===== config.mk =====
export PLATFORM = sky130hd
export DESIGN_NAME = ysyx_22051086_axi_arbiter
export DESIGN_NICKNAME = d
export VERILOG_FILES = /design/src/rtl/ysyx_22051086_axi_pkg.sv /design/src/rtl/ysyx_22051086_line_buf.sv /design/src/rtl/ysyx_22051086_axi_arbiter.sv
export SDC_FILE = /design/constraint.sdc
export NUM_CORES = 1
export LEC_CHECK = 0
export ABC_CLOCK_PERIOD_IN_PS = 3700
export CAP_MARGIN = 20
export CORE_AREA = 2 2 445 447
export DETAILED_ROUTE_END_ITERATION = 8
export DIE_AREA = 0 0 447 449
export PLACE_DENSITY = 0.4
export SLEW_MARGIN = 20
export SYNTH_ARGS = -nofsm -noshare
export SYNTH_HDL_FRONTEND = slang
export SYNTH_SLANG_ARGS = --single-unit

===== constraint.sdc =====
create_clock -name clk -period 3.7 [get_ports clk]
set_input_delay 0.555 -clock clk [delete_from_list [all_inputs] [get_ports clk]]
set_output_delay 0.555 -clock clk [all_outputs]
set_load 0.05 [all_outputs]

===== src/rtl/ysyx_22051086_axi_pkg.sv =====
`default_nettype none
// ============================================================================
// Module      : ysyx_22051086_axi_pkg
// Description : Shared AXI burst constants and arbiter state encoding
// Revision    : 1.0 - initial release
// ============================================================================
package ysyx_22051086_axi_pkg;

    // Beats in one cache line (4 x 64 bit = 256 bit)
    localparam int         LINE_BEATS = 4;

    // AXI field encodings used by the line-fill / write-back bursts
    localparam logic [1:0] BURST_INCR = 2'b01;
    localparam logic [2:0] SIZE_8B    = 3'b011;
    localparam logic [1:0] RESP_OKAY  = 2'b00;

    // Arbiter transaction states
    typedef enum logic [2:0] {
        S_IDLE = 3'd0,
        S_AR   = 3'd1,
        S_R    = 3'd2,
        S_AW   = 3'd3,
        S_W    = 3'd4,
        S_B    = 3'd5,
        S_DONE = 3'd6
    } axi_state_e;

endpackage
`default_nettype wire


===== src/rtl/ysyx_22051086_line_buf.sv =====
`default_nettype none
// ============================================================================
// Module      : ysyx_22051086_line_buf
// Description : Beat counter plus 256-bit line buffer. Assembles read beats
//               into the line and selects the current beat of a source line
//               for write bursts.
// Revision    : 1.0 - initial release
// ============================================================================
module ysyx_22051086_line_buf
    import ysyx_22051086_axi_pkg::*;
#(
    parameter int DATA_W = 64,
    parameter int BEATS  = LINE_BEATS
) (
    input  logic                        clk,
    input  logic                        rst,
    input  logic                        clr,
    input  logic                        store,
    input  logic                        step,
    input  logic [DATA_W-1:0]           beat_in,
    input  logic [DATA_W*BEATS-1:0]     line_src,
    output logic [$clog2(BEATS)-1:0]    cnt,
    output logic                        cnt_last,
    output logic [DATA_W*BEATS-1:0]     line,
    output logic [DATA_W-1:0]           beat_sel
);

    localparam int CNT_W = $clog2(BEATS);

    logic [CNT_W-1:0]        cnt_q;
    logic [DATA_W*BEATS-1:0] line_q;

    // Beat counter and line storage; store writes the beat at the current index
    always_ff @(posedge clk or negedge rst) begin
        if (!rst) begin
            cnt_q  <= '0;
            line_q <= '0;
        end else if (clr) begin
            cnt_q  <= '0;
        end else begin
            if (store) begin
                line_q[DATA_W*cnt_q +: DATA_W] <= beat_in;
            end
            if (store || step) begin
                cnt_q <= cnt_q + CNT_W'(1);
            end
        end
    end

    assign cnt      = cnt_q;
    assign cnt_last = (cnt_q == CNT_W'(BEATS - 1));
    assign line     = line_q;
    assign beat_sel = line_src[DATA_W*cnt_q +: DATA_W];

endmodule
`default_nettype wire


===== src/rtl/ysyx_22051086_axi_arbiter.sv =====
`default_nettype none
// ============================================================================
// Module      : ysyx_22051086_axi_arbiter
// Description : Round-robin arbiter between icache and dcache onto a single
//               AXI master; one full-line INCR burst outstanding at a time.
// Revision    : 1.0 - initial release
// ============================================================================
module ysyx_22051086_axi_arbiter
    import ysyx_22051086_axi_pkg::*;
#(
    parameter int ADDR_W = 32,
    parameter int DATA_W = 64,
    parameter int BEATS  = LINE_BEATS
) (
    input  logic                    clk,
    input  logic                    rst,
    // icache client
    input  logic                    ic_req,
    input  logic [ADDR_W-1:0]       ic_addr,
    output logic                    ic_done,
    output logic [DATA_W*BEATS-1:0] ic_rdata,
    // dcache client
    input  logic                    dc_req,
    input  logic                    dc_wen,
    input  logic [ADDR_W-1:0]       dc_addr,
    input  logic [DATA_W*BEATS-1:0] dc_wdata,
    output logic                    dc_done,
    output logic [DATA_W*BEATS-1:0] dc_rdata,
    output logic                    dc_err,
    // AXI read channels
    output logic [ADDR_W-1:0]       araddr,
    output logic [3:0]              arlen,
    output logic [2:0]              arsize,
    output logic [1:0]              arburst,
    output logic                    arvalid,
    input  logic                    arready,
    input  logic [DATA_W-1:0]       rdata,
    input  logic [1:0]              rresp,
    input  logic                    rlast,
    input  logic                    rvalid,
    output logic                    rready,
    // AXI write channels
    output logic [ADDR_W-1:0]       awaddr,
    output logic [3:0]              awlen,
    output logic [2:0]              awsize,
    output logic [1:0]              awburst,
    output logic                    awvalid,
    input  logic                    awready,
    output logic [DATA_W-1:0]       wdata,
    output logic [63:0]             wstrb,
    output logic                    wlast,
    output logic                    wvalid,
    input  logic                    wready,
    input  logic [1:0]              bresp,
    input  logic                    bvalid,
    output logic                    bready
);

    localparam int                CNT_W      = $clog2(BEATS);
    localparam int                LINE_W     = DATA_W * BEATS;
    localparam logic [ADDR_W-1:0] ALIGN_MASK = ~ADDR_W'(32'h1F);

    axi_state_e        state;
    logic [ADDR_W-1:0] addr_q;
    logic              grant_dc;
    logic              last_dc;
    logic              is_write;
    logic              err;
    logic              mask_ic;
    logic              mask_dc;
    logic [LINE_W-1:0] rdata_hold;

    logic              ic_elig;
    logic              dc_elig;
    logic              pick_dc;
    logic              buf_clr;
    logic              beat_store;
    logic              beat_step;
    logic [CNT_W-1:0]  cnt;
    logic              cnt_last;
    logic [LINE_W-1:0] line;
    logic [LINE_W-1:0] line_out;

    // Round-robin pick; a client whose done pulse just ended is held off one cycle
    always_comb begin
        ic_elig = ic_req && !mask_ic;
        dc_elig = dc_req && !mask_dc;
        pick_dc = dc_elig && (!ic_elig || !last_dc);
    end

    assign buf_clr    = (state == S_IDLE);
    assign beat_store = (state == S_R) && rvalid && rready;
    assign beat_step  = (state == S_W) && wvalid && wready;

    ysyx_22051086_line_buf #(
        .DATA_W (DATA_W),
        .BEATS  (BEATS)
    ) u_line_buf (
        .clk      (clk),
        .rst      (rst),
        .clr      (buf_clr),
        .store    (beat_store),
        .step     (beat_step),
        .beat_in  (rdata),
        .line_src (dc_wdata),
        .cnt      (cnt),
        .cnt_last (cnt_last),
        .line     (line),
        .beat_sel (wdata)
    );

    // Transaction FSM with all handshake and completion outputs registered
    always_ff @(posedge clk or negedge rst) begin
        if (!rst) begin
            state      <= S_IDLE;
            addr_q     <= '0;
            grant_dc   <= 1'b0;
            last_dc    <= 1'b0;
            is_write   <= 1'b0;
            err        <= 1'b0;
            mask_ic    <= 1'b0;
            mask_dc    <= 1'b0;
            rdata_hold <= '0;
            arvalid    <= 1'b0;
            rready     <= 1'b0;
            awvalid    <= 1'b0;
            wvalid     <= 1'b0;
            wlast      <= 1'b0;
            bready     <= 1'b0;
            ic_done    <= 1'b0;
            dc_done    <= 1'b0;
            dc_err     <= 1'b0;
        end else begin
            ic_done <= 1'b0;
            dc_done <= 1'b0;
            dc_err  <= 1'b0;
            case (state)
                S_IDLE: begin
                    mask_ic <= 1'b0;
                    mask_dc <= 1'b0;
                    if (ic_elig || dc_elig) begin
                        grant_dc <= pick_dc;
                        last_dc  <= pick_dc;
                        addr_q   <= (pick_dc ? dc_addr : ic_addr) & ALIGN_MASK;
                        err      <= 1'b0;
                        if (pick_dc && dc_wen) begin
                            is_write <= 1'b1;
                            awvalid  <= 1'b1;
                            state    <= S_AW;
                        end else begin
                            is_write <= 1'b0;
                            arvalid  <= 1'b1;
                            state    <= S_AR;
                        end
                    end
                end
                S_AR: begin
                    if (arready) begin
                        arvalid <= 1'b0;
                        rready  <= 1'b1;
                        state   <= S_R;
                    end
                end
                S_R: begin
                    if (rvalid && rready) begin
                        if (rresp != RESP_OKAY) begin
                            err <= 1'b1;
                        end
                        if (rlast || cnt_last) begin
                            rready  <= 1'b0;
                            ic_done <= !grant_dc;
                            dc_done <= grant_dc;
                            dc_err  <= grant_dc && (err || (rresp != RESP_OKAY));
                            state   <= S_DONE;
                        end
                    end
                end
                S_AW: begin
                    if (awready) begin
                        awvalid <= 1'b0;
                        wvalid  <= 1'b1;
                        wlast   <= 1'b0;
                        state   <= S_W;
                    end
                end
                S_W: begin
                    if (wvalid && wready) begin
                        if (cnt_last) begin
                            wvalid <= 1'b0;
                            wlast  <= 1'b0;
                            bready <= 1'b1;
                            state  <= S_B;
                        end else begin
                            // The beat after this one is the final one
                            wlast <= (cnt == CNT_W'(BEATS - 2));
                        end
                    end
                end
                S_B: begin
                    if (bvalid && bready) begin
                        if (bresp != RESP_OKAY) begin
                            err <= 1'b1;
                        end
                        bready  <= 1'b0;
                        ic_done <= !grant_dc;
                        dc_done <= grant_dc;
                        dc_err  <= grant_dc && (err || (bresp != RESP_OKAY));
                        state   <= S_DONE;
                    end
                end
                S_DONE: begin
                    mask_ic <= !grant_dc;
                    mask_dc <= grant_dc;
                    if (!is_write) begin
                        rdata_hold <= line;
                    end
                    state <= S_IDLE;
                end
                default: begin
                    state <= S_IDLE;
                end
            endcase
        end
    end

    // The freshly assembled line is visible in the done cycle, then held
    assign line_out = ((state == S_DONE) && !is_write) ? line : rdata_hold;
    assign ic_rdata = line_out;
    assign dc_rdata = line_out;

    assign araddr  = addr_q;
    assign arlen   = 4'(BEATS - 1);
    assign arsize  = SIZE_8B;
    assign arburst = BURST_INCR;
    assign awaddr  = addr_q;
    assign awlen   = 4'(BEATS - 1);
    assign awsize  = SIZE_8B;
    assign awburst = BURST_INCR;
    assign wstrb   = 64'h00000000000000FF;

endmodule
`default_nettype wire


* After elaboration in Yosys (flattened, before gate mapping)
Index checks and enable logic that the tools add are counted.
** Storage, ports and cells
- Register bits :: 558
- Logic and storage cells :: 152
- Bits of input ports :: 399
** Operators by class
- Shift-type cells :: 3
- Bitwise operators :: 2
- Reduce and logical (&&, ||, !) cells :: 47
- Add/subtract/negate cells :: 2
- Eq/ne operators :: 20
- Mux-type cells :: 59
** Operators with widths (count)
- bitwise mux 256 bit :: 1
- 2-to-1 mux 256 bit :: 1
- variable shift 64 x 34 -> 256 bit, first input constant :: 1
- variable part select 256 x 9 -> 64 bit :: 1
- variable part select 64 x 34 -> 256 bit :: 1
- negation 8 -> 34 bit :: 1
- 2-to-1 mux 1 bit :: 32
- 2-to-1 mux 32 bit :: 1
- 2-to-1 mux 3 bit :: 8
- one-hot mux 1 bit (2 select lines) :: 11
- AND reduction 4 bit :: 5
- one-hot mux 3 bit (6 select lines) :: 1
- nonzero test 2 bit :: 9
- logical AND 1 bit :: 14
- != test 2 x 1 -> 1 bit, second input constant :: 6
- != test 2 bit, second input constant :: 6
- equality test 3 bit, second input constant :: 3
- AND reduction 8 bit :: 1
- equality test 3 x 2 -> 1 bit, second input constant :: 2
- logical OR 1 bit :: 6
- 2-to-1 mux 2 bit :: 3
- AND reduction 2 bit :: 3
- AND reduction 6 bit :: 1
- logical NOT 1 bit :: 5
- other kinds (8) :: 10

* Logic depth before layout (Yosys ltp)
- Word-level depth :: 9
- Gate-level depth with buffers :: 9
- Gate-level depth less buffers :: 5

* Hierarchy
From an unflattened synthesis, not the netlist that was laid out.
** Unflattened totals
- Cells, all modules :: 2227
- Area total of the unflattened synthesis :: 28885.2 sq um
** Modules (own cells, without submodules)
- ysyx_22051086_axi_arbiter :: instances 1, sequential area each 7507.2 sq um, area an instance 15707.6 sq um, cells each 1130
- ysyx_22051086_line_buf :: instances 1, sequential area each 6456.2 sq um, area an instance 13177.6 sq um, cells each 1097

* Worst setup path after synthesis
No wires, ideal clock.
- Path type :: flip-flop to output port
- From :: reg state[0]
- To :: out ic_rdata[75]
- Setup slack :: 1.139 ns
- Data required time :: 3.145 ns
- Data arrival time :: 2.006 ns
- Cell stages (with the launch flop) :: 7
- Cell sequence :: dfrtp_1 -> nand2b_1 -> nor3b_2 -> buf_2 -> buf_4 -> mux2_1 -> buf_4
** Between the ends
- Cells in the longest elaborated chain, start to end :: 3
** Ends and longest elaborated chain
- start, declared :: line ysyx_22051086_axi_arbiter.sv:63 : axi_state_e state;
- start signal, assigned :: line ysyx_22051086_axi_arbiter.sv:115 : state <= S_IDLE;
- start signal, assigned :: line ysyx_22051086_axi_arbiter.sv:149 : state <= S_AW;
- start signal, assigned :: line ysyx_22051086_axi_arbiter.sv:153 : state <= S_AR;
- equality test 3 bit :: line ysyx_22051086_axi_arbiter.sv:227 : assign line_out = ((state == S_DONE) && !is_write) ? line : rdata_hold;
- logical AND 1 bit :: line ysyx_22051086_axi_arbiter.sv:227
- 2-to-1 mux 256 bit :: line ysyx_22051086_axi_arbiter.sv:227
- end, declared :: line ysyx_22051086_axi_arbiter.sv:21 : output logic [DATA_W*BEATS-1:0] ic_rdata,
Every way passes these cells.

* Worst setup path in the final report
- From :: reg state[0]
- To :: out dc_rdata[139]
** Between the ends
- Cells in the longest elaborated chain, start to end :: 3
** Ends and longest elaborated chain
- equality test 3 bit :: line ysyx_22051086_axi_arbiter.sv:227
- logical AND 1 bit :: line ysyx_22051086_axi_arbiter.sv:227
- 2-to-1 mux 256 bit :: line ysyx_22051086_axi_arbiter.sv:227
- end, declared :: line ysyx_22051086_axi_arbiter.sv:28 : output logic [DATA_W*BEATS-1:0] dc_rdata,
Every way passes these cells.

==> metrics.txt <==
VDD IR-drop max 0.6106 mV; post-synthesis register bit count 558; setup repair after global routing missed its margin false; maximum clock path buffer count 3; overall overflow remaining after global route 0; count of non-filler cells in the finished layout 5,783; ys async rst share 1.000; largest family of logic cells by synthesized area multiplexers; total CTS buffers 73; TritonCTS clock tree built; Data required, critical path 3140 ps; post-synthesis cell type with the largest combined area sky130_fd_sc_hd__dfrtp_1; sort of element at the start of the critical path flip-flop; run status complete, no violations; Tcrit/Tclk final 0.9623; CTS clock-pin slew for the worst setup and hold paths 50 ps; initial cell density of the core 0.1351; P per Cell Area 1115 nW/µm²; basic-gate share of the synthesized area counting and, or, nand and nor cells 0.06314; final number of max-transition violations 0; worst clock skew 14.09 ps; synthesized netlist cell count 2,339; post-route minimum period 3561 ps; multiplexer fraction of the synthesized cell area 0.1740; clock sink total 558; most area-consuming cells after synthesis sky130_fd_sc_hd__dfrtp_1 (53%), sky130_fd_sc_hd__buf_4 (11%), sky130_fd_sc_hd__mux2_2 (8.9%); Avg Cell Area, Syn 11.34 µm²; Routed WL 123.5 mm; summed area of non-filler cells in the final layout 39,100 µm²; total global routing track utilization 0.1200; post-synthesis cell type count 42; Port Buffer Count 1,027; global routing usage on met3 0.02467; GR met2 Demand/Resource 0.2259; leading post-synthesis cells by instance count sky130_fd_sc_hd__dfrtp_1 (558), sky130_fd_sc_hd__buf_4 (398), sky130_fd_sc_hd__o21ai_0 (291); depth of the CTS H-tree 3; die width 447 µm; relative area change from synthesis to final layout 47.47%; Leak 0.01644 µW; Placement Cell Area 36,790 µm²; placer congestion estimate 0.8142; worst-skew pair later-pin latency 670 ps; antenna violations before repair 24; endpoint class of the critical path output port; area fraction of the dominant cell type after synthesis 0.5267; cell area after technology mapping 26,510 µm²; I/O pins 1,130; detail-routed net length per standard cell 21.36 µm; fraction of layout cells with a size suffix above 1 0.2672; max-cap violations 0; Initial DRT Pass Iterations 5; Die Height 449 µm; library cell used as clock root buffer sky130_fd_sc_hd__clkbuf_16; total design power 43,580 µW; compound-cell area share of the yosys netlist 0.06220; total setup violations reported at the end of the flow 0; number of enable-type register cells in the synthesized netlist 0; Top FF cell, synth sky130_fd_sc_hd__dfrtp_1; GR Util met1 0.1251; GRT Max-Usage Layer met2; most instantiated library cell after synthesis sky130_fd_sc_hd__dfrtp_1; Data arrival, critical path 3010 ps; ratio of routed vias to standard cells 3.329; post-synthesis share of cell area spent on full adders, half adders and majority gates 0.002832; Setup TNS Final 0 ps; Detail Route Antenna Nets 0; critical path class reg -> out; wire length of the first global-routing pass 167.9 mm; count of placed standard cells including taps 5,640; xor/xnor share of the synthesized area 0.0003303; area of the core 196,200 µm²; Slew HR 0.4980; iteration-0 DRC count of the detailed router 968; detailed-route via count 19,253; DRC Markers 0; placed wire-length estimate after detailed placement 95.27 mm; Syn. warnings 0; Fin. Hold Viols 0; number of global-route vias before repair 20,047; transition at the pin with the smallest max-transition slack 747.3 ps; largest net degree at the start of global routing 129; # rows 163; Highest Clock Rate 280.8 MHz; critical path peak fanout 10; Hold Crit Class reg -> reg; sequential cell area fraction in the yosys report 0.5267; Net count, final 3,483; die area 200,700 µm²
## area by class of cell
type,instances,area [µm²]
well taps,2640,3303
clock inverters,21,217.7
fillers,21602,157100
inverters,262,983.4
repair buffers,1088,9983
multi-input cells,1095,8442
diodes,11,27.53
flip-flops and latches,558,13970
clock buffers,108,2171
## per-stage QoR
| stage | setup WS (ps) | utilization | hold slack, ps |
|---|---|---|---|
| 2_1_floorplan | 1139 | - | 259.4 |
| 3_3_place_gp | 594.2 | 0.1875 | 471.3 |
| 3_5_place_dp | 575.8 | 0.1875 | 473.3 |
| 4_1_cts | -1.101 | 0.1990 | 438.9 |
| 5_1_grt | 2.205 | 0.1993 | 491.6 |
| 6_report | 139.3 | 0.1993 | 484.1 |
## per-layer routing
layer | routed length, µm | part of all wire
met3 | 5908 | 0.048
met5 | 0 | 0
met4 | 5517 | 0.045
met1 | 43910 | 0.36
met2 | 68170 | 0.55
## registers in the layout, indices dropped and copies added (netlist names)
signal           cells
u_line_buf.line    256
awvalid              1
rdata_hold         256
is_write             1
u_line_buf.cnt       2
last_dc              1
dc_err               1
wlast                1
mask_ic              1
ic_done              1
bready               1
araddr              27
arvalid              1
mask_dc              1
dc_done              1
rready               1
state                3
wvalid               1
err                  1
## logic make-up (layout without fill, tap and decap cells)
kind of cell,count (synthesis),count (layout)
AOI/OAI and AO/OA,319,319
buffers and inverters,776,1479
muxes,349,349
other,2,103
and+or+nand+nor,328,328
adders and majority gates,6,6
xor gates and xnor gates,1,1
DFF,558,558
## worst max-delay path: stages, from the launching register on
cell and delay (ps):
sky130_fd_sc_hd__dfrtp_1 370, sky130_fd_sc_hd__nand2b_1 240, sky130_fd_sc_hd__nor3b_4 250, sky130_fd_sc_hd__buf_12 180, sky130_fd_sc_hd__buf_4 190, sky130_fd_sc_hd__mux2_2 390, sky130_fd_sc_hd__clkdlybuf4s50_1 720
## final timing paths
path                                         from              endpoint  slack [ps]  cells after the start
max in group asynchronous                     rst        rdata_hold[52]        2120                      4
worst max-delay path                     state[0]         dc_rdata[139]         140                      6
worst max register to register  u_line_buf.cnt[0]  u_line_buf.line[165]         810                      7
worst min-delay path                      arvalid               arvalid         480                      1
min in group asynchronous                     rst       rdata_hold[215]         490                      2
worst min register to register            arvalid               arvalid         480                      1
## where the power goes
| part | switching, µW | leakage, µW | internal (µW) |
|---|---|---|---|
| clock network | 2880 | 0.00117 | 4220 |
| logic | 19200 | 0.00901 | 7190 |
| registers | 1220 | 0.00626 | 8860 |
## layout by cell type, fill, tap and decap left out, types with 76 or more instances in the layout
cell                              count
sky130_fd_sc_hd__clkdlybuf4s50_1    496
sky130_fd_sc_hd__buf_4              406
sky130_fd_sc_hd__o21ai_0            290
sky130_fd_sc_hd__mux2_2             209
sky130_fd_sc_hd__dlygate4sd2_1      151
sky130_fd_sc_hd__dfrtp_1            556
sky130_fd_sc_hd__inv_1              262
sky130_fd_sc_hd__clkbuf_16           76
sky130_fd_sc_hd__nand3_1            258
sky130_fd_sc_hd__conb_1              92
## timing repair
item | CTS | global route
buffers inserted | 1 | 0
hold endpoints to repair | 50 | 0
resized for setup | 155 | 4
hold buffers | 1 | 0
gates cloned | 0 | 1
endpoints found under the setup margin | 245 | 18
No activity file was read; power rests on OpenSTA's default activity.
